--- src/rtl/ahb3lite_pkg.sv ---
// ahb3lite_pkg: shared AHB3-Lite encodings, forwarded-control bundle and master-port state type
package ahb3lite_pkg;
  localparam logic [1:0] HTRANS_IDLE   = 2'b00;
  localparam logic [1:0] HTRANS_BUSY   = 2'b01;
  localparam logic [1:0] HTRANS_NONSEQ = 2'b10;
  localparam logic [1:0] HTRANS_SEQ    = 2'b11;
  localparam logic HRESP_OKAY  = 1'b0;
  localparam logic HRESP_ERROR = 1'b1;
  typedef enum logic [2:0] {IDLE, WAIT_GRANT, DATA, ERR1, ERR2} port_state_t;
  typedef struct packed {
    logic       write;
    logic [2:0] size;
    logic [2:0] burst;
    logic [3:0] prot;
    logic [1:0] trans;
    logic       lock;
  } ahb_ctrl_t;
  function automatic int idx_width(input int n);
    return (n > 1) ? $clog2(n) : 1;
  endfunction
endpackage

--- src/rtl/ahb3lite_interconnect_master_port_if.sv ---
// ahb3lite_interconnect_master_port_if: AHB3-Lite bus between one master and its switch ingress port
interface ahb3lite_interconnect_master_port_if #(
  parameter int HADDR_SIZE = 32,
  parameter int HDATA_SIZE = 32
);
  logic                  HSEL;
  logic [HADDR_SIZE-1:0] HADDR;
  logic [HDATA_SIZE-1:0] HWDATA;
  logic                  HWRITE;
  logic [2:0]            HSIZE;
  logic [2:0]            HBURST;
  logic [3:0]            HPROT;
  logic [1:0]            HTRANS;
  logic                  HMASTLOCK;
  logic                  HREADY;
  logic [HDATA_SIZE-1:0] HRDATA;
  logic                  HREADYOUT;
  logic                  HRESP;
  modport master (
    output HSEL, HADDR, HWDATA, HWRITE, HSIZE, HBURST, HPROT, HTRANS, HMASTLOCK, HREADY,
    input  HRDATA, HREADYOUT, HRESP
  );
  modport slave (
    input  HSEL, HADDR, HWDATA, HWRITE, HSIZE, HBURST, HPROT, HTRANS, HMASTLOCK, HREADY,
    output HRDATA, HREADYOUT, HRESP
  );
endinterface

--- src/rtl/ahb3lite_interconnect_addr_decoder.sv ---
// ahb3lite_interconnect_addr_decoder: address to one-hot slave select; lowest matching index wins
module ahb3lite_interconnect_addr_decoder
  import ahb3lite_pkg::*;
#(
  parameter  int HADDR_SIZE = 32,
  parameter  int SLAVES     = 8,
  localparam int SW         = idx_width(SLAVES)
) (
  input  logic [HADDR_SIZE-1:0] addr_i,
  input  logic [HADDR_SIZE-1:0] slv_base_i [SLAVES],
  input  logic [HADDR_SIZE-1:0] slv_mask_i [SLAVES],
  output logic [SLAVES-1:0]     sel_o,
  output logic [SW-1:0]         idx_o,
  output logic                  no_hit_o
);
  // scan from the top so the lowest matching slave is the one left standing
  always_comb begin
    idx_o    = '0;
    no_hit_o = 1'b1;
    for (int s = SLAVES - 1; s >= 0; s--)
      if ((addr_i & slv_mask_i[s]) == (slv_base_i[s] & slv_mask_i[s])) begin
        idx_o    = SW'(s);
        no_hit_o = 1'b0;
      end
    sel_o = no_hit_o ? '0 : SLAVES'(1) << idx_o;
  end
endmodule

--- src/rtl/ahb3lite_interconnect_master_port.sv ---
// ahb3lite_interconnect_master_port: per-master ingress of the AHB3-Lite switch; decodes, holds ungranted
// address phases and returns the addressed slave's response. Option: AHB3LITE_IC_SEQ2NONSEQ_EN rewrites
// SEQ to NONSEQ on the first beat after a grant wait or a slave crossing.
module ahb3lite_interconnect_master_port
  import ahb3lite_pkg::*;
#(
  parameter  int HADDR_SIZE = 32,
  parameter  int HDATA_SIZE = 32,
  parameter  int MASTERS    = 3,
  parameter  int SLAVES     = 8,
  localparam int PW         = idx_width(MASTERS),
  localparam int SW         = idx_width(SLAVES)
) (
  input  logic                  HCLK,
  input  logic                  HRESETn,
  input  logic [PW-1:0]         mst_priority_i,
  output logic [PW-1:0]         mst_priority_o,
  ahb3lite_interconnect_master_port_if.slave mst,
  input  logic [HADDR_SIZE-1:0] slv_base [SLAVES],
  input  logic [HADDR_SIZE-1:0] slv_mask [SLAVES],
  output logic [SLAVES-1:0]     slvHSEL,
  output logic [HADDR_SIZE-1:0] slvHADDR,
  output logic [HDATA_SIZE-1:0] slvHWDATA,
  output logic                  slvHWRITE,
  output logic [2:0]            slvHSIZE,
  output logic [2:0]            slvHBURST,
  output logic [3:0]            slvHPROT,
  output logic [1:0]            slvHTRANS,
  output logic                  slvHMASTLOCK,
  output logic                  slvHREADY,
  input  logic [HDATA_SIZE-1:0] slvHRDATA [SLAVES],
  input  logic [SLAVES-1:0]     slvHREADYOUT,
  input  logic [SLAVES-1:0]     slvHRESP,
  input  logic [SLAVES-1:0]     granted,
  output logic [SLAVES-1:0]     can_switch
);
  port_state_t           state_q, state_d;
  logic [SW-1:0]         dphase_slv_q, dphase_slv_d, hold_slv_q, dec_idx;
  logic [HADDR_SIZE-1:0] haddr_q;
  ahb_ctrl_t             ctrl_q, live_ctrl, cur_ctrl;
  logic [SLAVES-1:0]     dec_sel;
  logic                  no_hit, decode_en, acc, load, use_latch;

  ahb3lite_interconnect_addr_decoder #(.HADDR_SIZE(HADDR_SIZE), .SLAVES(SLAVES)) u_dec (
    .addr_i    (mst.HADDR),
    .slv_base_i(slv_base),
    .slv_mask_i(slv_mask),
    .sel_o     (dec_sel),
    .idx_o     (dec_idx),
    .no_hit_o  (no_hit)
  );

  assign mst_priority_o = mst_priority_i;
  assign live_ctrl = '{mst.HWRITE, mst.HSIZE, mst.HBURST, mst.HPROT, mst.HTRANS, mst.HMASTLOCK};
  assign decode_en = state_q inside {IDLE, DATA, ERR2};
  assign acc       = decode_en & mst.HSEL & mst.HTRANS[1] & mst.HREADY;
  assign load      = acc & ~no_hit & ~granted[dec_idx];
  assign use_latch = state_q == WAIT_GRANT;
  assign cur_ctrl  = use_latch ? ctrl_q : live_ctrl;

  assign slvHSEL      = use_latch ? SLAVES'(1) << hold_slv_q :
                        (decode_en && mst.HSEL && mst.HTRANS != HTRANS_IDLE) ? dec_sel : '0;
  assign slvHADDR     = use_latch ? haddr_q : mst.HADDR;
  assign slvHWDATA    = mst.HWDATA;
  assign slvHWRITE    = cur_ctrl.write;
  assign slvHSIZE     = cur_ctrl.size;
  assign slvHBURST    = cur_ctrl.burst;
  assign slvHPROT     = cur_ctrl.prot;
  assign slvHMASTLOCK = cur_ctrl.lock;
  assign slvHREADY    = use_latch ? granted[hold_slv_q] : mst.HREADY;
  assign can_switch   = ~(slvHSEL & {SLAVES{cur_ctrl.lock | (cur_ctrl.trans inside {HTRANS_SEQ, HTRANS_BUSY})}});

  assign mst.HRDATA    = slvHRDATA[dphase_slv_q];
  assign mst.HREADYOUT = state_q == DATA ? slvHREADYOUT[dphase_slv_q] : state_q inside {IDLE, ERR2};
  assign mst.HRESP     = state_q == DATA ? slvHRESP[dphase_slv_q] :
                         (state_q inside {ERR1, ERR2}) ? HRESP_ERROR : HRESP_OKAY;

`ifdef AHB3LITE_IC_SEQ2NONSEQ_EN
  logic [SW-1:0] last_slv_q;
  // remember which slave the previous accepted beat went to, to spot crossings
  always_ff @(posedge HCLK or negedge HRESETn)
    if (!HRESETn) last_slv_q <= '0;
    else if (acc && !no_hit) last_slv_q <= dec_idx;
  assign slvHTRANS = (cur_ctrl.trans == HTRANS_SEQ && (use_latch || dec_idx != last_slv_q)) ? HTRANS_NONSEQ
                                                                                           : cur_ctrl.trans;
`else
  assign slvHTRANS = cur_ctrl.trans;
`endif

  // next state: grant wait resolves on the held slave's grant, error response takes two cycles
  always_comb begin
    state_d      = state_q;
    dphase_slv_d = dphase_slv_q;
    if (use_latch) begin
      if (granted[hold_slv_q]) begin
        state_d      = DATA;
        dphase_slv_d = hold_slv_q;
      end
    end else if (state_q == ERR1) state_d = ERR2;
    else if (acc) begin
      state_d      = no_hit ? ERR1 : granted[dec_idx] ? DATA : WAIT_GRANT;
      dphase_slv_d = dec_idx;
    end else if (!(state_q == DATA && !mst.HREADY)) state_d = IDLE;
  end

  // state, data-phase owner and the held address phase of an ungranted transfer
  always_ff @(posedge HCLK or negedge HRESETn)
    if (!HRESETn) begin
      state_q      <= IDLE;
      dphase_slv_q <= '0;
      hold_slv_q   <= '0;
      haddr_q      <= '0;
      ctrl_q       <= '0;
    end else begin
      state_q      <= state_d;
      dphase_slv_q <= dphase_slv_d;
      if (load) begin
        hold_slv_q <= dec_idx;
        haddr_q    <= mst.HADDR;
        ctrl_q     <= live_ctrl;
      end
    end
endmodule

--- src/flat_wrapper.sv ---
// flat-port wrapper written by rule: the top's interface ports become plain ports
module ahb3lite_interconnect_master_port_flat import ahb3lite_pkg::*;
#(
  parameter  int HADDR_SIZE = 32,
  parameter  int HDATA_SIZE = 32,
  parameter  int MASTERS    = 3,
  parameter  int SLAVES     = 8,
  localparam int PW         = idx_width(MASTERS),
  localparam int SW         = idx_width(SLAVES)
)
  (HCLK, HRESETn, mst_priority_i, mst_priority_o, slv_base, slv_mask, slvHSEL, slvHADDR, slvHWDATA, slvHWRITE, slvHSIZE, slvHBURST, slvHPROT, slvHTRANS, slvHMASTLOCK, slvHREADY, slvHRDATA, slvHREADYOUT, slvHRESP, granted, can_switch, mst_HSEL, mst_HADDR, mst_HWDATA, mst_HWRITE, mst_HSIZE, mst_HBURST, mst_HPROT, mst_HTRANS, mst_HMASTLOCK, mst_HREADY, mst_HRDATA, mst_HREADYOUT, mst_HRESP);
  ahb3lite_interconnect_master_port_if #(.HADDR_SIZE(HADDR_SIZE), .HDATA_SIZE(HDATA_SIZE)) mst_i ();
  input  logic HCLK;
  input  logic HRESETn;
  input  logic [PW-1:0] mst_priority_i;
  output logic [PW-1:0] mst_priority_o;
  input  logic [HADDR_SIZE-1:0] slv_base[SLAVES];
  input  logic [HADDR_SIZE-1:0] slv_mask[SLAVES];
  output logic [SLAVES-1:0] slvHSEL;
  output logic [HADDR_SIZE-1:0] slvHADDR;
  output logic [HDATA_SIZE-1:0] slvHWDATA;
  output logic slvHWRITE;
  output logic [2:0] slvHSIZE;
  output logic [2:0] slvHBURST;
  output logic [3:0] slvHPROT;
  output logic [1:0] slvHTRANS;
  output logic slvHMASTLOCK;
  output logic slvHREADY;
  input  logic [HDATA_SIZE-1:0] slvHRDATA[SLAVES];
  input  logic [SLAVES-1:0] slvHREADYOUT;
  input  logic [SLAVES-1:0] slvHRESP;
  input  logic [SLAVES-1:0] granted;
  output logic [SLAVES-1:0] can_switch;
  input wire logic [$bits(mst_i.HSEL)-1:0] mst_HSEL;
  input wire logic [$bits(mst_i.HADDR)-1:0] mst_HADDR;
  input wire logic [$bits(mst_i.HWDATA)-1:0] mst_HWDATA;
  input wire logic [$bits(mst_i.HWRITE)-1:0] mst_HWRITE;
  input wire logic [$bits(mst_i.HSIZE)-1:0] mst_HSIZE;
  input wire logic [$bits(mst_i.HBURST)-1:0] mst_HBURST;
  input wire logic [$bits(mst_i.HPROT)-1:0] mst_HPROT;
  input wire logic [$bits(mst_i.HTRANS)-1:0] mst_HTRANS;
  input wire logic [$bits(mst_i.HMASTLOCK)-1:0] mst_HMASTLOCK;
  input wire logic [$bits(mst_i.HREADY)-1:0] mst_HREADY;
  output wire logic [$bits(mst_i.HRDATA)-1:0] mst_HRDATA;
  output wire logic [$bits(mst_i.HREADYOUT)-1:0] mst_HREADYOUT;
  output wire logic [$bits(mst_i.HRESP)-1:0] mst_HRESP;
  assign mst_i.HSEL = mst_HSEL;
  assign mst_i.HADDR = mst_HADDR;
  assign mst_i.HWDATA = mst_HWDATA;
  assign mst_i.HWRITE = mst_HWRITE;
  assign mst_i.HSIZE = mst_HSIZE;
  assign mst_i.HBURST = mst_HBURST;
  assign mst_i.HPROT = mst_HPROT;
  assign mst_i.HTRANS = mst_HTRANS;
  assign mst_i.HMASTLOCK = mst_HMASTLOCK;
  assign mst_i.HREADY = mst_HREADY;
  assign mst_HRDATA = mst_i.HRDATA;
  assign mst_HREADYOUT = mst_i.HREADYOUT;
  assign mst_HRESP = mst_i.HRESP;
  ahb3lite_interconnect_master_port #(.HADDR_SIZE(HADDR_SIZE), .HDATA_SIZE(HDATA_SIZE), .MASTERS(MASTERS), .SLAVES(SLAVES)) u_core (.HCLK(HCLK), .HRESETn(HRESETn), .mst_priority_i(mst_priority_i), .mst_priority_o(mst_priority_o), .mst(mst_i), .slv_base(slv_base), .slv_mask(slv_mask), .slvHSEL(slvHSEL), .slvHADDR(slvHADDR), .slvHWDATA(slvHWDATA), .slvHWRITE(slvHWRITE), .slvHSIZE(slvHSIZE), .slvHBURST(slvHBURST), .slvHPROT(slvHPROT), .slvHTRANS(slvHTRANS), .slvHMASTLOCK(slvHMASTLOCK), .slvHREADY(slvHREADY), .slvHRDATA(slvHRDATA), .slvHREADYOUT(slvHREADYOUT), .slvHRESP(slvHRESP), .granted(granted), .can_switch(can_switch));
endmodule
--- config.mk ---
export PLATFORM = sky130hd
export DESIGN_NAME = ahb3lite_interconnect_master_port_flat
export DESIGN_NICKNAME = d
export VERILOG_FILES = /design/src/rtl/ahb3lite_pkg.sv /design/src/rtl/ahb3lite_interconnect_master_port_if.sv /design/src/rtl/ahb3lite_interconnect_addr_decoder.sv /design/src/rtl/ahb3lite_interconnect_master_port.sv /design/src/flat_wrapper.sv
export SDC_FILE = /design/constraint.sdc
export NUM_CORES = 1
export LEC_CHECK = 0
export CAP_MARGIN = 15
export CELL_PAD_IN_SITES_DETAIL_PLACEMENT = 0
export CELL_PAD_IN_SITES_GLOBAL_PLACEMENT = 1
export CORE_AREA = 8 8 387 389
export CTS_CLUSTER_DIAMETER = 80
export DETAILED_ROUTE_END_ITERATION = 7
export DIE_AREA = 0 0 395 397
export GPL_ROUTABILITY_DRIVEN = 0
export PLACE_DENSITY = 0.34
export SLEW_MARGIN = 20
export SYNTH_ARGS = -nofsm -noshare
export SYNTH_HDL_FRONTEND = slang
export SYNTH_SLANG_ARGS = --single-unit
--- constraint.sdc ---
create_clock -name HCLK -period 5 [get_ports HCLK]
set_input_delay 0.5 -clock HCLK [delete_from_list [all_inputs] [get_ports HCLK]]
set_output_delay 0.5 -clock HCLK [all_outputs]
set_load 0.01 [all_outputs]
==> reports/metrics.csv, run 1 <==
stage;metric;value;unit
run_status;outcome;completed;
die;ios;1007;
detailed_routing;first_iter_violations;631;
global_route;track_usage;14.5;%
die;rows;140;
clock_tree;cts_buffers;5;
timing;relSlewSlack;45.6;%
place;place_area;21400;µm²
worst_setup_path;arrival;4.40;ns
detailed_routing;vias_per_cell;3.22;
pwr;power.leakage;8.15;nW
global_route;grt_max_degree;42;
timing;period_share;98.0;%
die;die_area;157000;µm²
die;coreArea;144000;µm²
worst_setup_path;r2r_setup_slack;2.50;ns
worst_setup_path;slowest_stage;clkdlybuf4s50_1;
yosys;synth_cells;987;
detailed_routing;firstDrtPassIters;5;
timing;tns;0;ns
timing;finalClockSkew;0.0140;ns
detailed_routing;drc;0;
die;die_x;395;µm
pwr;swShare;40.8;%
detailed_routing;wire_per_inst;30.9;µm
pwr;comb_power_share;74.5;%
timing;finalMaxSlewViolations;0;
global_route;grt_pass1_vias;13800;
pwr;p_sw;1.66;mW
yosys;ys_seq_elements;55;
yosys;ys.flop_type;dfrtp_1;
timing;worstMarginPinSlew;0.813;ns
yosys;synth_area;9250;µm²
final_layout;stdcell_count;3865;
die;start_util;6.42;%
final_layout;fin_area;21700;µm²
timing;max_freq;0.204;GHz
flow_run;timing.max_cap.violations;0;
clock_tree;cts_tree;done;
final_layout;final_common_cell;clkdlybuf4s50_1;
global_route;grt_antenna_before_repair;69;
final_layout;fillers;16200;
clock_tree;hold_buffers;0;
worst_setup_path;critPathBufInv;6;
clock_tree;clk_pin_slew;0.10;ns
global_route;grt_overflow;0;
yosys;yosysWarnings;0;
clock_tree;clockBufferDepth;2;
yosys;synth_nets;1863;
timing;min_period;4.90;ns
timing;whs;0.0155;ns
clock_tree;clk_latency;0.34;ns
pwr;ir_drop;141;µV
worst_setup_path;crit_family;buffers and inverters;
worst_setup_path;critPathRequiredTime;4.50;ns
yosys;avgSynthCellArea;9.38;µm²
clock_tree;cts-root-buf;clkbuf_16;
timing;hold_viol;0;
worst_setup_path;start_kind;input port;
timing;finalSetupViolCount;0;
global_route;grt_pass1_wl;151000;µm
final_layout;nets;2809;
place;dp_cells;3843;
pwr;internal_power;2.42;mW
min_path;holdCritPathClass;in2async;
pwr;powerDensity;188;nW/µm²
worst_setup_path;worst_setup_path_end_kind;output port;
place;portBuffers;938;
place;dpl.hpwl;111000;µm
yosys;synth_edf_count;0;
pwr;pwr-share-seq;15.1;%
worst_setup_path;worstPathMaxFanout;6;
detailed_routing;wl;120000;µm
yosys;async_flop_share;100;%
worst_setup_path;crit_chain;clkdlybuf4s50_1 > xor2_1 > buf_4 > a22oi_2 > nand4_1 > buf_12 > nor4_4 > buf_4 > nor2_1 > a21boi_0 > buf_4 > nand2_1 > o32ai_1 > clkdlybuf4s50_1;
final_layout;drive_gt1_share;15.7;%
detailed_routing;routed-via-count;12400;
yosys;yosysSeqAreaShare;14.9;%
die;die_h;397;µm
pwr;clkPwrFrac;10.4;%
worst_setup_path;critPathMostFrequentCell;buf_4;
yosys;synth_cell_type_count;52;
final_layout;layout_common_cells;clkdlybuf4s50_1 (924), xor2_1 (254), nand2_1 (161);
final_layout;area_growth;135;%
final_layout;final_util;15.1;%
clock_tree;htree_levels;2;
clock_tree;numClockSinks;55;
worst_setup_path;critPathMaxStageDelay;0.64;ns
worst_setup_path;crit_type;in2out;
detailed_routing;ant_nets;0;
## cells in the mapped netlist, types with 15 or more instances
cell,number,area share (%)
mux4_2,70,17
xor2_1,256,24
mux2_2,72,8.8
nor2_1,15,0.61
buf_2,15,0.81
nand2_1,161,6.5
buf_6,15,1.8
clkbuf_1,28,1.1
a22oi_1,128,10
nand4_1,33,2.2
buf_4,41,3.3
dfrtp_1,55,15
## registers in the layout, summed over array words and instances (netlist names)
register and count:
u_core.dphase_slv_q 3, u_core.haddr_q 32, u_core.state_q 3, u_core.ctrl_q 14, u_core.hold_slv_q 3
## per-layer routing
metal  GRT usage, %  wire (µm)  up-vias  share of wire, %
met5              0        277        -              0.23
met4           1.67       1760       46               1.5
met3           5.01       8930      128               7.5
met2           28.6      65000      636                54
met1           15.1      43600     6127                36
li1               -          -     5497                 -
## path summary, 6_finish.rpt
| path | startpoint | cells after the start | to |
|---|---|---|---|
| setup reg to reg | u_core.state_q[2] | 7 | u_core.dphase_slv_q[2] |
| setup / recovery | mst_HADDR[19] | 14 | slvHSEL[2] |
| hold reg to reg | u_core.ctrl_q[2] | 1 | u_core.ctrl_q[2] |
| hold / removal | HRESETn | 1 | u_core.haddr_q[0] |
| max in group asynchronous | HRESETn | 2 | u_core.dphase_slv_q[0] |
| min in group HCLK | u_core.ctrl_q[2] | 1 | u_core.ctrl_q[2] |
## stage by stage
step	power (mW)	worst slack, ns
finish	4.08	0.0977
global route	4.34	-0.0104
CTS	4.23	0.0132
detailed placement	3.75	-0.421
global placement	3.76	-0.561
floorplan	1.81	1.48
## kinds of logic (layout without fill, tap and decap cells)
kind of cell / count (synthesis) / in the layout / synth area share (%)
xor+xnor: 256 / 256 / 24.2
simple gates: 248 / 248 / 12.7
mux: 154 / 154 / 27.6
compound gates: 163 / 163 / 13.0
other cells: 0 / 14 / 0
flops: 55 / 55 / 14.9
buf+inv: 111 / 1058 / 7.59
## timing repair
action                                  in CTS  in global routing
setup buffers                                0                  0
endpoints found under the hold margin        0                  0
endpoints found under the setup margin      13                  3
gates resized for setup                     10                  7
cloned                                       0                  0
pin swaps                                    2                  4
## power groups by stage
| stage | Sequential, mW | Clock (mW) | Combinational [mW] |
|---|---|---|---|
| 2_1_floorplan | 0.469 | 0 | 1.34 |
| 6_report | 0.616 | 0.426 | 3.04 |
| 3_5_place_dp | 0.641 | 0 | 3.11 |
| 4_1_cts | 0.632 | 0.470 | 3.13 |
| 5_1_grt | 0.636 | 0.476 | 3.22 |
| 3_3_place_gp | 0.639 | 0 | 3.12 |
## layout make-up
| type | count | area (µm²) | share of cell area, % |
|---|---|---|---|
| clock inverter | 2 | 16.3 | 0.0750 |
| multi-input combinational | 821 | 7250 | 33.4 |
| antenna | 14 | 35.0 | 0.161 |
| timing repair buffer | 1048 | 10500 | 48.2 |
| tap | 1917 | 2400 | 11.1 |
| inverter | 2 | 7.51 | 0.0346 |
| clock buffer | 6 | 139 | 0.640 |
| sequential | 55 | 1390 | 6.38 |
(Power assumes the default switching activity.)
==> run 2, diff against run 1 <==
Settings changed: CTS_CLUSTER_DIAMETER 80 to 50, TNS_END_PERCENT from default to 20.
==> reports/metrics.csv, run 2 (synthesis gave the netlist of run 1 again) <==
stage;metric;value;unit;change
pwr;p_sw;1.66;mW;about the same
worst_setup_path;crit_type;in2out;;
clock_tree;cts-root-buf;clkbuf_16;;
die;die_h;397;µm;unchanged
place;place_area;21400;µm²;unchanged
clock_tree;cts_setup_buffers;0;;unchanged
pwr;pwr-share-seq;15.1;%;about the same
timing;finalMaxSlewViolations;0;;unchanged
run_status;outcome;completed;;
final_layout;biggestRegsByFlops;u_core.haddr_q: 32 flops, u_core.ctrl_q: 14 flops;;
clock_tree;numClockSinks;55;;unchanged
timing;relSlewSlack;45.6;%;about the same
pwr;comb_power_share;74.5;%;about the same
timing;hold_viol;0;;unchanged
detailed_routing;firstDrtPassIters;5;;unchanged
die;coreArea;144000;µm²;unchanged
die;rows;140;;unchanged
final_layout;fin_area;21700;µm²;-0.14%
timing;worstMarginPinSlew;0.813;ns;+0.0000170 ns
worst_setup_path;worstPathMaxFanout;6;;unchanged
final_layout;largest_register_ff_count;32;;unchanged
detailed_routing;wl;119000;µm;about the same
clock_tree;htree_levels;2;;unchanged
worst_setup_path;worst_setup_path_end_kind;output port;;
global_route;grt_antenna_before_repair;69;;unchanged
global_route;grt_pass1_vias;13800;;unchanged
pwr;total_power;4.08;mW;about the same
clock_tree;cts_tree;done;;
detailed_routing;drc;0;;unchanged
pwr;clkPwrFrac;10.4;%;about the same
final_layout;area_growth;134;%;
timing;finalClockSkew;0.0129;ns;-0.00113 ns
timing;rsz0062_at_grt;true;;
timing;min_period;4.90;ns;+0.000868 ns
final_layout;largest-register;u_core.haddr_q;;
die;die_area;157000;µm²;unchanged
timing;max_freq;0.204;GHz;about the same
worst_setup_path;critPathRequiredTime;4.50;ns;about the same
worst_setup_path;worstRegToRegCells;7;;unchanged
flow_run;timing.max_cap.violations;0;;unchanged
worst_setup_path;r2r_setup_slack;2.52;ns;+0.02 ns
timing;tns;0;ns;unchanged
detailed_routing;routed-via-count;12400;;-0.53%
global_route;track_usage;14.5;%;unchanged
pwr;swShare;40.8;%;about the same
final_layout;layout_common_cells;clkdlybuf4s50_1 (925), xor2_1 (256), nand2_1 (161);;
detailed_routing;wire_per_inst;30.9;µm;-0.11%
final_layout;stdcell_count;3866;;+0.026%
global_route;grt_pass1_wl;151000;µm;unchanged
place;dpl.hpwl;111000;µm;unchanged
worst_setup_path;arrival;4.40;ns;about the same
worst_setup_path;start_kind;input port;;
die;start_util;6.42;%;unchanged
clock_tree;clk_latency;0.34;ns;about the same
place;dp_cells;3843;;unchanged
detailed_routing;ant_nets;0;;unchanged
die;ios;1007;;unchanged
clock_tree;clockBufferDepth;2;;unchanged
pwr;power.leakage;8.13;nW;-0.29%
worst_setup_path;worstReg2RegStart;u_core.state_q[2];;
pwr;powerDensity;188;nW/µm²;about the same
die;die_x;395;µm;unchanged
min_path;holdCritPathClass;in2async;;
final_layout;nets;2809;;unchanged
pwr;internal_power;2.42;mW;about the same
timing;period_share;98.1;%;about the same
clock_tree;cts_buffers;5;;unchanged
place;portBuffers;938;;unchanged
clock_tree;clk_pin_slew;0.10;ns;about the same
timing;finalSetupViolCount;0;;unchanged
global_route;grt_overflow;0;;unchanged
detailed_routing;first_iter_violations;619;;-1.9%
final_layout;drive_gt1_share;15.5;%;-0.21 points
pwr;ir_drop;142;µV;+0.34%
global_route;grt_max_degree;42;;unchanged
detailed_routing;vias_per_cell;3.20;;-0.56%
final_layout;final_common_cell;clkdlybuf4s50_1;;
worst_setup_path;reg2reg_to;u_core.dphase_slv_q[2];;
run 2: changes by cell type in the layout (fill, tap and decap cells not counted), sizes merged:
cell and delta:
clkdlybuf4s50 +1, diode +1, dlymetal6s2s -1
run 2: critical path, cell delays in order:
cell and delay [ns]:
clkdlybuf4s50_1 0.59, xor2_1 0.27, buf_4 0.18, a22oi_2 0.47, nand4_1 0.25, buf_12 0.19
nor4_4 0.34, buf_4 0.20, nor2_1 0.07, a21boi_0 0.20, buf_4 0.15, nand2_1 0.05
o32ai_1 0.28, clkdlybuf4s50_1 0.64
run 2: cell type report:
| type | count | area (µm²) |
|---|---|---|
| Sequential cell | 55 | 1390 |
| Clock inverter | 2 | 16.3 |
| Fill cell | 16200 | 122000 |
| Inverter | 2 | 7.51 |
| Tap cell | 1917 | 2400 |
| Antenna cell | 15 | 37.5 |
| Multi-Input combinational cell | 821 | 7220 |
| Clock buffer | 6 | 139 |
| Timing Repair Buffer | 1048 | 10500 |
run 2: timing repair:
item / in CTS / in global routing
pin swaps: 2 / 1
endpoints found under the setup margin: 13 / 3
hold buffers: 0 / 0
gates resized for setup: 10 / 2
endpoints found under the hold margin: 0 / 0
cloned: 0 / 0
run 2: power groups by stage:
stage	clock network (mW)	registers [mW]	logic [mW]
5_1_grt	0.476	0.636	3.22
3_5_place_dp	0	0.641	3.11
2_1_floorplan	0	0.469	1.34
4_1_cts	0.470	0.632	3.13
3_3_place_gp	0	0.639	3.12
6_report	0.426	0.615	3.04
run 2: routing by layer:
| metal | vias up | share of wire (%) | routed length [µm] | GRT usage [%] |
|---|---|---|---|---|
| li1 | 5498 | - | - | - |
| met1 | 6099 | 36 | 43600 | 15.1 |
| met2 | 607 | 55 | 65300 | 28.6 |
| met3 | 118 | 7.4 | 8880 | 5.01 |
| met4 | 46 | 1.3 | 1500 | 1.67 |
| met5 | - | 0.23 | 277 | 0 |
run 2: how the worst max path moves through the flow:
stage                              from               end  slack (ns)  depth (start not counted)
after floorplan            mst_HADDR[0]  u_core.ctrl_q[6]        1.48                         14
after global placement    mst_HADDR[20]        slvHSEL[2]       -0.56                         14
after detailed placement  mst_HADDR[19]        slvHSEL[2]       -0.42                         14
after CTS                 mst_HADDR[31]        slvHSEL[4]        0.01                         13
after global routing      mst_HADDR[31]        slvHSEL[4]       -0.07                         13
final                     mst_HADDR[19]        slvHSEL[2]         0.1                         14
run 2: stage by stage:
step	util, %	setup WS [ns]	hold WS [ns]
finish	15.0	0.0968	0.0155
global route	15.0	-0.0661	0.00959
CTS	15.0	0.0132	0.00416
detailed placement	14.9	-0.421	0.410
global placement	14.9	-0.561	0.403
floorplan	-	1.48	0.204
